--- src/rtl/padovan_sequencer.sv ---
// Control sequencer that walks the 8-register / dual-mux / ALU datapath through the Padovan recurrence.
// Optional build macro PADSEQ_STEP_EN adds a 'step' input that gates every advance of the compute states.
module padovan_sequencer #(
    parameter int DATAWIDTH     = 8,
    parameter int CNTW          = 8,
    parameter int SELECTIONDECO = 3,
    parameter int SELECTIONALU  = 3,
    parameter logic [SELECTIONALU-1:0]  OP_ADD   = 3'd0,
    parameter logic [SELECTIONALU-1:0]  OP_PASSA = 3'd7,
    parameter logic [SELECTIONDECO-1:0] IDLE_WR  = 3'd7
) (
    input  logic                     clk,
    input  logic                     rst,
    input  logic                     start,
    input  logic [CNTW-1:0]          nTerms,
    input  logic                     sCarry,
    input  logic [DATAWIDTH-1:0]     sDataInBusC,
`ifdef PADSEQ_STEP_EN
    input  logic                     step,
`endif
    output logic [SELECTIONDECO-1:0] sSelDecoA,
    output logic [SELECTIONDECO-1:0] sSelDecoB,
    output logic [SELECTIONDECO-1:0] sSelDecoC,
    output logic [SELECTIONALU-1:0]  sSelAlu,
    output logic                     busy,
    output logic                     done,
    output logic                     error,
    output logic [DATAWIDTH-1:0]     result
);

    typedef enum logic [3:0] {
        IDLE, INIT0, INIT1, INIT2, ADD, SH0, SH1, SH2, DONE, ERR
    } seqState_t;

    // Register roles: R0..R2 hold the sliding window P(k-3)..P(k-1), R3 is scratch, R6 holds constant 1.
    localparam logic [SELECTIONDECO-1:0] REG_K3  = SELECTIONDECO'(0);
    localparam logic [SELECTIONDECO-1:0] REG_K2  = SELECTIONDECO'(1);
    localparam logic [SELECTIONDECO-1:0] REG_K1  = SELECTIONDECO'(2);
    localparam logic [SELECTIONDECO-1:0] REG_SCR = SELECTIONDECO'(3);
    localparam logic [SELECTIONDECO-1:0] REG_ONE = SELECTIONDECO'(6);

    seqState_t                state;
    seqState_t                stateNext;
    logic [CNTW-1:0]          cnt;
    logic [SELECTIONDECO-1:0] wrSel;
    logic                     adv;

`ifdef PADSEQ_STEP_EN
    assign adv = step;
`else
    assign adv = 1'b1;
`endif

    always_ff @(posedge clk or posedge rst) begin
        if (rst) begin
            state <= IDLE;
        end else begin
            state <= stateNext;
        end
    end

    always_comb begin
        stateNext = state;
        case (state)
            IDLE:    if (start) stateNext = INIT0;
            INIT0:   if (adv) stateNext = INIT1;
            INIT1:   if (adv) stateNext = INIT2;
            INIT2:   if (adv) stateNext = (cnt == '0) ? DONE : ADD;
            ADD:     if (adv) stateNext = sCarry ? ERR : SH0;
            SH0:     if (adv) stateNext = SH1;
            SH1:     if (adv) stateNext = SH2;
            SH2:     if (adv) stateNext = (cnt == CNTW'(1)) ? DONE : ADD;
            DONE:    stateNext = IDLE;
            ERR:     stateNext = IDLE;
            default: stateNext = IDLE;
        endcase
    end

    // Write select is suppressed while a step-gated state is holding, so the datapath never sees repeated writes.
    always_comb begin
        sSelDecoA = '0;
        sSelDecoB = '0;
        sSelAlu   = OP_PASSA;
        wrSel     = IDLE_WR;
        busy      = 1'b1;
        done      = 1'b0;
        case (state)
            IDLE: busy = 1'b0;
            INIT0: begin
                sSelDecoA = REG_ONE;
                wrSel     = REG_K3;
            end
            INIT1: begin
                sSelDecoA = REG_ONE;
                wrSel     = REG_K2;
            end
            INIT2: begin
                sSelDecoA = REG_ONE;
                wrSel     = REG_K1;
            end
            ADD: begin
                sSelDecoA = REG_K3;
                sSelDecoB = REG_K2;
                sSelAlu   = OP_ADD;
                wrSel     = sCarry ? IDLE_WR : REG_SCR;
            end
            SH0: begin
                sSelDecoA = REG_K2;
                wrSel     = REG_K3;
            end
            SH1: begin
                sSelDecoA = REG_K1;
                wrSel     = REG_K2;
            end
            SH2: begin
                sSelDecoA = REG_SCR;
                wrSel     = REG_K1;
            end
            DONE, ERR: begin
                busy = 1'b0;
                done = 1'b1;
            end
            default: busy = 1'b0;
        endcase
        sSelDecoC = adv ? wrSel : IDLE_WR;
    end

    always_ff @(posedge clk or posedge rst) begin
        if (rst) begin
            cnt    <= '0;
            result <= '0;
            error  <= 1'b0;
        end else begin
            case (state)
                IDLE: begin
                    if (start) begin
                        cnt   <= (nTerms > CNTW'(2)) ? nTerms - CNTW'(2) : '0;
                        error <= 1'b0;
                    end
                end
                INIT2: if (adv) result <= sDataInBusC;
                ADD: begin
                    if (adv) begin
                        if (sCarry) error  <= 1'b1;
                        else        result <= sDataInBusC;
                    end
                end
                SH2: if (adv) cnt <= cnt - CNTW'(1);
                default: ;
            endcase
        end
    end

endmodule

--- config.mk ---
export PLATFORM = sky130hd
export DESIGN_NAME = padovan_sequencer
export DESIGN_NICKNAME = d
export VERILOG_FILES = /design/src/rtl/padovan_sequencer.sv
export SDC_FILE = /design/constraint.sdc
export NUM_CORES = 1
export LEC_CHECK = 0
export ABC_AREA = 0
export CAP_MARGIN = 10
export CORE_MARGIN = 3
export CORE_UTILIZATION = 45
export DETAILED_ROUTE_END_ITERATION = 6
export HOLD_SLACK_MARGIN = 0.05
export PLACE_DENSITY = 0.79
export SLEW_MARGIN = 40
export SYNTH_ARGS = -nofsm -noshare
export SYNTH_HDL_FRONTEND = slang
export SYNTH_SLANG_ARGS = --single-unit
--- constraint.sdc ---
create_clock -name clk -period 2.06 [get_ports clk]
set_input_delay 0.618 -clock clk [delete_from_list [all_inputs] [get_ports clk]]
set_output_delay 0.618 -clock clk [all_outputs]
set_load 0.01 [all_outputs]
==> impl_metrics.py, run 1 <==
metrics = {
    "floorplanning": {
        "die_area_sq_mm": 0.003592,
        "die_w_um": 59.93,
        "num_rows": 18,
        "start_util_pct": 50.10,
        "core_area_sq_mm": 0.002613,
        "io_pins": 43,
        "fp.dieH_um": 59.93,
    },
    "worst_setup_path": {
        "cp_num_buf_inv": 4,
        "end_kind": "primary output",
        "startpoint": "state[0]",
        "critPathSlowestCell": "dfrtp_2",
        "critPathMaxFanout": 4,
        "cp.required_ns": 1.44,
        "r2r-start": "state[0]",
        "cpLargestDelayFamily": "flip-flops",
        "cp_slowest_stage_delay_ns": 0.45,
        "path_cells": "buf_4 > nor3_4 > buf_6 > inv_2 > clkbuf_2",
        "start_kind": "flip-flop",
        "cp.arrival_ns": 1.39,
        "critical_path_class": "flip-flop to primary output",
    },
    "status": {
        "status": "finished clean",
    },
    "sta": {
        "finalCritPeriodShare_pct": 97.62,
        "fmax_mhz": 497.3,
        "setup_viol": 0,
        "skew_ns": 0.006877,
        "fin_crit_ns": 2.011,
        "slew_viol_final": 0,
        "hold_viol_final": 0,
    },
    "placement": {
        "placedInstanceArea_sq_mm": 0.001827,
        "place.detailed.hpwl_um": 2627,
        "port_buffers": 40,
        "gp_congestion": 0.8643,
    },
    "yosys": {
        "synth-main-ff-cell": "dfrtp_1",
        "synthTopCellsByArea": "dfrtp_1 (40%), mux2_2 (6.9%), xnor2_1 (4.0%)",
        "ys_warn_count": 0,
        "synthCells": 132,
        "yosysSeqAreaShare_pct": 40.15,
        "ys_async_sr_fraction_pct": 100.0,
        "synthDistinctLibCells": 41,
        "syn_avg_cell_area_sq_um": 9.915,
        "synth_top_cell_by_area": "dfrtp_1",
        "netlist_area_sq_mm": 0.001309,
        "yosysTopAreaCellShare_pct": 40.15,
        "ys_ff_latch": 21,
        "synth_edf_count": 0,
    },
    "drt": {
        "post-route-drc-count": 0,
        "firstDrtPassIters": 4,
        "vias": 1280,
        "drt_first_iter_violations": 37,
        "drtAntennaViolNets": 0,
        "routed_wirelength_um": 3808,
        "vias_per_cell": 5.639,
        "routedWlPerCell_um": 16.78,
    },
    "global_routing": {
        "use_met1_pct": 25.78,
        "grt_util_met3_pct": 3.240,
        "grt_pass1_vias": 1345,
        "antenna_found_initial": 0,
        "grt_pass1_wl_um": 6092,
        "grt_overflow": 0,
        "busiest_layer": "met2",
        "met2_usage_pct": 43.36,
        "grt_use_total_pct": 22.86,
        "grt_max_degree": 22,
    },
    "power_and_ir_drop": {
        "p_per_area_mw_per_mm2": 1463,
        "p_leak_nw": 0.8739,
        "peakVddDrop_mv": 1.471,
    },
    "cells_and_area": {
        "final_cell_area_sq_mm": 0.001938,
        "layout-drive-gt1-share_pct": 34.01,
        "fin_util_pct": 74.19,
        "area_growth_pct": 48.09,
        "diodes": 0,
        "nets": 222,
    },
    "min_path": {
        "hold_path.class": "flip-flop to flip-flop",
        "hold_start": "result[5]",
    },
    "clock_network": {
        "clkTransAtPathRegs_ns": 0.13,
        "numCtsBuffers": 3,
        "clk_latency_ns": 0.31,
        "cts_buffer_depth": 2,
        "cts_tree": "built",
        "clock_tree.root_cell": "clkbuf_4",
        "clock_sinks": 21,
        "htreeDepth": 1,
    },
    "flow_run": {
        "drv_cap": 0,
    },
}
-- kinds of logic after synthesis --
logic type / after synthesis / share of synthesized area (%)
other: 1 / 0.2865
AND/OR/NAND/NOR: 50 / 24.19
AO/OA/AOI/OAI: 17 / 9.274
XOR/XNOR: 9 / 6.023
multiplexers: 11 / 9.178
buffers and inverters: 19 / 7.075
flip-flops: 21 / 40.15
adder cells (fa/ha/maj): 4 / 3.824
-- sequential cells by signal, summed over array words and instances, names as in the netlist --
register  flops
error         1
result        8
cnt           8
state         4
-- layer usage --
layer / share of wire (%) / wire, um / vias up
met5: 0 / 0 / -
met4: 1.4 / 52 / 0
met3: 5.2 / 198 / 10
met2: 56 / 2120 / 50
met1: 38 / 1437 / 630
li1: - / - / 590
-- final cells by class --
| cell class | instances | area [sq um] |
|---|---|---|
| clock buffer | 3 | 22.52 |
| tap | 30 | 37.54 |
| multi-input combinational | 93 | 726.9 |
| timing repair buffer | 68 | 576.8 |
| sequential | 21 | 528.0 |
| fill | 175 | 674.4 |
| clock inverter | 1 | 5.005 |
| inverter | 11 | 41.29 |
-- worst reg2reg max path: cells and delay by family (launching register included) --
kind | cells | cell delay [ns]
simple gates | 2 | 0.46
flops | 1 | 0.45
buf+inv | 3 | 0.38
mux | 1 | 0.38
compound gates | 1 | 0.11
-- cells in the mapped netlist (2+ instances only) --
| cell | n |
|---|---|
| dfrtp_1 | 21 |
| nor4_1 | 2 |
| buf_4 | 5 |
| xor2_1 | 3 |
| o221ai_1 | 2 |
| nor3_1 | 7 |
| nand2b_1 | 3 |
| o21ai_0 | 3 |
| nand3_1 | 4 |
| mux2i_1 | 3 |
| nor3_2 | 2 |
| nor2_1 | 8 |
| nand2_1 | 8 |
| ha_1 | 4 |
| nor3b_1 | 2 |
| xnor2_1 | 6 |
| buf_2 | 2 |
| inv_1 | 11 |
| nor2b_1 | 3 |
| a21oi_1 | 3 |
| mux2_2 | 8 |
| o22ai_1 | 2 |
| nand4_1 | 2 |
-- placed cells by master (no fill, tap or decap), types with 2 or more instances in the layout --
cell type        count
clkdlybuf4s50_1     28
buf_4               23
dfrtp_1             19
inv_1               10
mux2_2               8
nor2_1               8
nand2_1              8
nor3_1               6
xnor2_1              6
clkbuf_2             6
buf_6                5
nand3_1              4
ha_1                 4
buf_2                4
xor2_1               3
a21oi_1              3
mux2i_1              3
clkbuf_4             3
nor2b_2              2
nor4_1               2
o221ai_1             2
o21ai_0              2
o22ai_1              2
nand4_1              2
nand2b_1             2
nor3_2               2
conb_1               2
dlygate4sd2_1        2
dfrtp_2              2
-- timing repair --
action / CTS / global route
buffers inserted: 10 / 3
hold buffers: 0 / 0
hold endpoints to repair: 0 / 0
pin swaps: 1 / 3
endpoints found under the setup margin: 12 / 10
resized for setup: 32 / 20
-- path summary, 6_finish.rpt --
kind                              end  slack [ns]  cells after the start
hold / removal              result[5]        0.52                      1
max in group asynchronous    state[0]        1.19                      3
setup reg to reg            result[3]        0.19                      7
min in group asynchronous   result[4]        0.63                      3
setup / recovery           sSelAlu[1]        0.05                      5
hold reg to reg             result[5]        0.52                      1
-- through the flow --
step	std cells	setup TNS [ns]	worst slack [ns]	total power, mW	hold WS, ns
6_report	227	0	0.04910	2.835	0.5227
5_1_grt	227	-0.03862	-0.01723	3.037	0.5416
4_1_cts	226	-0.4133	-0.1349	2.776	0.5250
3_5_place_dp	212	-1.670	-0.3391	2.445	0.4963
3_3_place_gp	212	-1.130	-0.3221	2.386	0.4899
2_1_floorplan	133	0	0.05009	1.694	0.4996
-- power breakdown --
| part | switching [mW] | leakage [nW] | internal [mW] |
|---|---|---|---|
| combinational | 0.859 | 0.605 | 0.966 |
| clock | 0.131 | 0.0177 | 0.0724 |
| sequential | 0.183 | 0.251 | 0.623 |
Power figures use the tool's default switching activity.
==> inputs of run 2 (changes only) <==
--- a/config.mk
+++ b/config.mk
@@ -9,9 +9,11 @@
 export CAP_MARGIN = 10
 export CORE_MARGIN = 3
 export CORE_UTILIZATION = 45
+export CTS_CLUSTER_SIZE = 10
 export DETAILED_ROUTE_END_ITERATION = 6
 export HOLD_SLACK_MARGIN = 0.05
 export PLACE_DENSITY = 0.79
+export SKIP_LAST_GASP = 1
 export SLEW_MARGIN = 40
 export SYNTH_ARGS = -nofsm -noshare
 export SYNTH_HDL_FRONTEND = slang
==> run 2 against run 1 <==
  * Setup slack worse by 0.053 ns
  * Cell count rose by 0.44%
  * Flip-flop and latch count did not move
  * The run now ends with setup timing left
  * Non-clock buffer count is 1 higher
  * Worst hold slack is essentially flat
  * Die area unchanged
  * Highest routed layer unchanged
  * Utilization decreased by 0.57 points
  * First-iteration DRC count is 41% lower
==> impl_metrics.py, run 2 (synthesis results as in run 1) <==
metrics = {
    "placement": {
        "place.detailed.hpwl_um": 2627,
        "placedInstanceArea_sq_mm": 0.001827,
        "gp_congestion": 0.8643,
        "port_buffers": 40,
        "preCtsSetupSlack_ns": -0.3391,
    },
    "cells_and_area": {
        "fillers": 178,
        "nets": 223,
        "seq_area_sq_um": 528.0,
        "mostFrequentLayoutCell": "clkdlybuf4s50_1",
        "top_regs": "cnt: 8 flops, result: 8 flops, state: 4 flops",
        "multi_input_comb_area_sq_um": 711.9,
        "fin_util_pct": 73.61,
        "diodes": 0,
        "area_growth_pct": 46.94,
        "mostFrequentLayoutCells": "clkdlybuf4s50_1 (28), buf_4 (26), dfrtp_1 (19)",
        "layout-drive-gt1-share_pct": 33.33,
        "final_cell_area_sq_mm": 0.001923,
    },
    "drt": {
        "vias_per_cell": 5.368,
        "drtAntennaViolNets": 0,
        "post-route-drc-count": 0,
        "routedWlPerCell_um": 15.77,
        "drt_first_iter_violations": 22,
        "vias": 1224,
        "routed_wirelength_um": 3595,
        "firstDrtPassIters": 4,
    },
    "clock_network": {
        "clock_tree.root_cell": "clkbuf_4",
        "htreeDepth": 1,
        "numCtsBuffers": 3,
        "clock_sinks": 21,
        "clk_latency_ns": 0.30,
        "cts_buffer_depth": 2,
        "cts_tree": "built",
        "clkTransAtPathRegs_ns": 0.12,
        "ctsHoldBuffers": 0,
    },
    "sta": {
        "fin_crit_ns": 2.063,
        "fmax_mhz": 484.6,
        "hold_slack_ns": 0.5223,
        "slew_viol_final": 0,
        "finalCritPeriodShare_pct": 100.2,
        "rsz0062_at_grt": "yes",
        "setup_viol": 1,
        "skew_ns": 0.006176,
        "hold_viol_final": 0,
        "setup_ws_ns": -0.003476,
    },
    "status": {
        "violations": "setup timing",
        "status": "complete, but fails checks",
    },
    "worst_setup_path": {
        "cp.required_ns": 1.44,
        "critPathMaxFanout": 4,
        "end_kind": "primary output",
        "start_kind": "flip-flop",
        "cp.arrival_ns": 1.45,
        "critical_path_class": "flip-flop to primary output",
    },
    "floorplanning": {
        "die_area_sq_mm": 0.003592,
        "fp.dieH_um": 59.93,
        "start_util_pct": 50.10,
        "num_rows": 18,
        "core_area_sq_mm": 0.002613,
        "die_w_um": 59.93,
        "io_pins": 43,
    },
    "power_and_ir_drop": {
        "power_frac_clock_pct": 7.3,
        "share_comb_of_total_power_pct": 63.9,
        "p_switching_mw": 1.133,
        "peakVddDrop_mv": 1.281,
        "p_leak_nw": 0.8717,
        "p_sw_share_pct": 40.71,
        "p_int_mw": 1.650,
        "p_total_mw": 2.783,
        "p_per_area_mw_per_mm2": 1447,
        "p_seq_share_pct": 28.8,
    },
    "min_path": {
        "hold_path.class": "flip-flop to flip-flop",
    },
    "global_routing": {
        "use_met1_pct": 26.18,
        "antenna_found_initial": 0,
        "grt_pass1_wl_um": 5892,
        "grt_max_degree": 22,
        "grt_util_met3_pct": 3.024,
        "grt_use_total_pct": 21.92,
        "busiest_layer": "met2",
        "grt_pass1_vias": 1302,
        "met2_usage_pct": 40.43,
        "grt_overflow": 0,
    },
    "flow_run": {
        "drv_cap": 0,
    },
}
-- run 2: changes by cell type in the layout (fill, tap and decap cells not counted), sizes merged --
cell,previous run,this run
buf,32,31
clkbuf,9,11
-- run 2: metal layers --
metal / up-vias / part of all wire [%]
li1: 589 / -
met1: 600 / 40
met2: 27 / 55
met3: 8 / 3.9
met4: 0 / 1.5
met5: - / 0
-- run 2: worst max-delay path, stage by stage (launching register included) --
cell and delay, ns:
dfrtp_1 0.42, buf_4 0.15, nand2b_1 0.12, nor3_2 0.05, buf_4 0.13, inv_1 0.12, clkbuf_2 0.16
-- run 2: worst paths after layout --
| path | startpoint | end | slack [ns] | cells past startpoint |
|---|---|---|---|---|
| max in group asynchronous | rst | state[0] | 1.18 | 3 |
| worst max-delay path | state[2] | sSelAlu[1] | -0.003 | 6 |
| worst min-delay path | result[5] | result[5] | 0.52 | 1 |
| min in group asynchronous | rst | result[4] | 0.64 | 3 |
| worst min register to register | result[5] | result[5] | 0.52 | 1 |
| worst max register to register | state[0] | result[3] | 0.20 | 7 |
-- run 2: power groups by stage --
stage | combinational (mW) | sequential (mW) | clock [mW]
after global routing | 1.94 | 0.831 | 0.224
after floorplan | 0.876 | 0.819 | 0
after global placement | 1.57 | 0.818 | 0
after CTS | 1.75 | 0.803 | 0.207
after detailed placement | 1.61 | 0.831 | 0
final | 1.78 | 0.802 | 0.202
-- run 2: cell type report --
| class | count | share of cell area [%] |
|---|---|---|
| clock buffers | 3 | 1.171 |
| clock inverters | 1 | 0.2602 |
| inverters | 11 | 2.147 |
| multi-input cells | 93 | 37.02 |
| flip-flops and latches | 21 | 27.46 |
| well taps | 30 | 1.952 |
| repair buffers | 69 | 29.99 |
-- run 2: through the flow --
step           setup TNS, ns  cells
6_report           -0.003476    228
3_5_place_dp          -1.670    212
3_3_place_gp          -1.130    212
2_1_floorplan              0    133
4_1_cts              -0.8849    226
5_1_grt              -0.3402    228
-- run 2: what timing repair did --
item	in CTS	in global routing
resized for setup	21	24
pin swaps	1	1
setup endpoints to repair	12	10
setup buffers	10	3
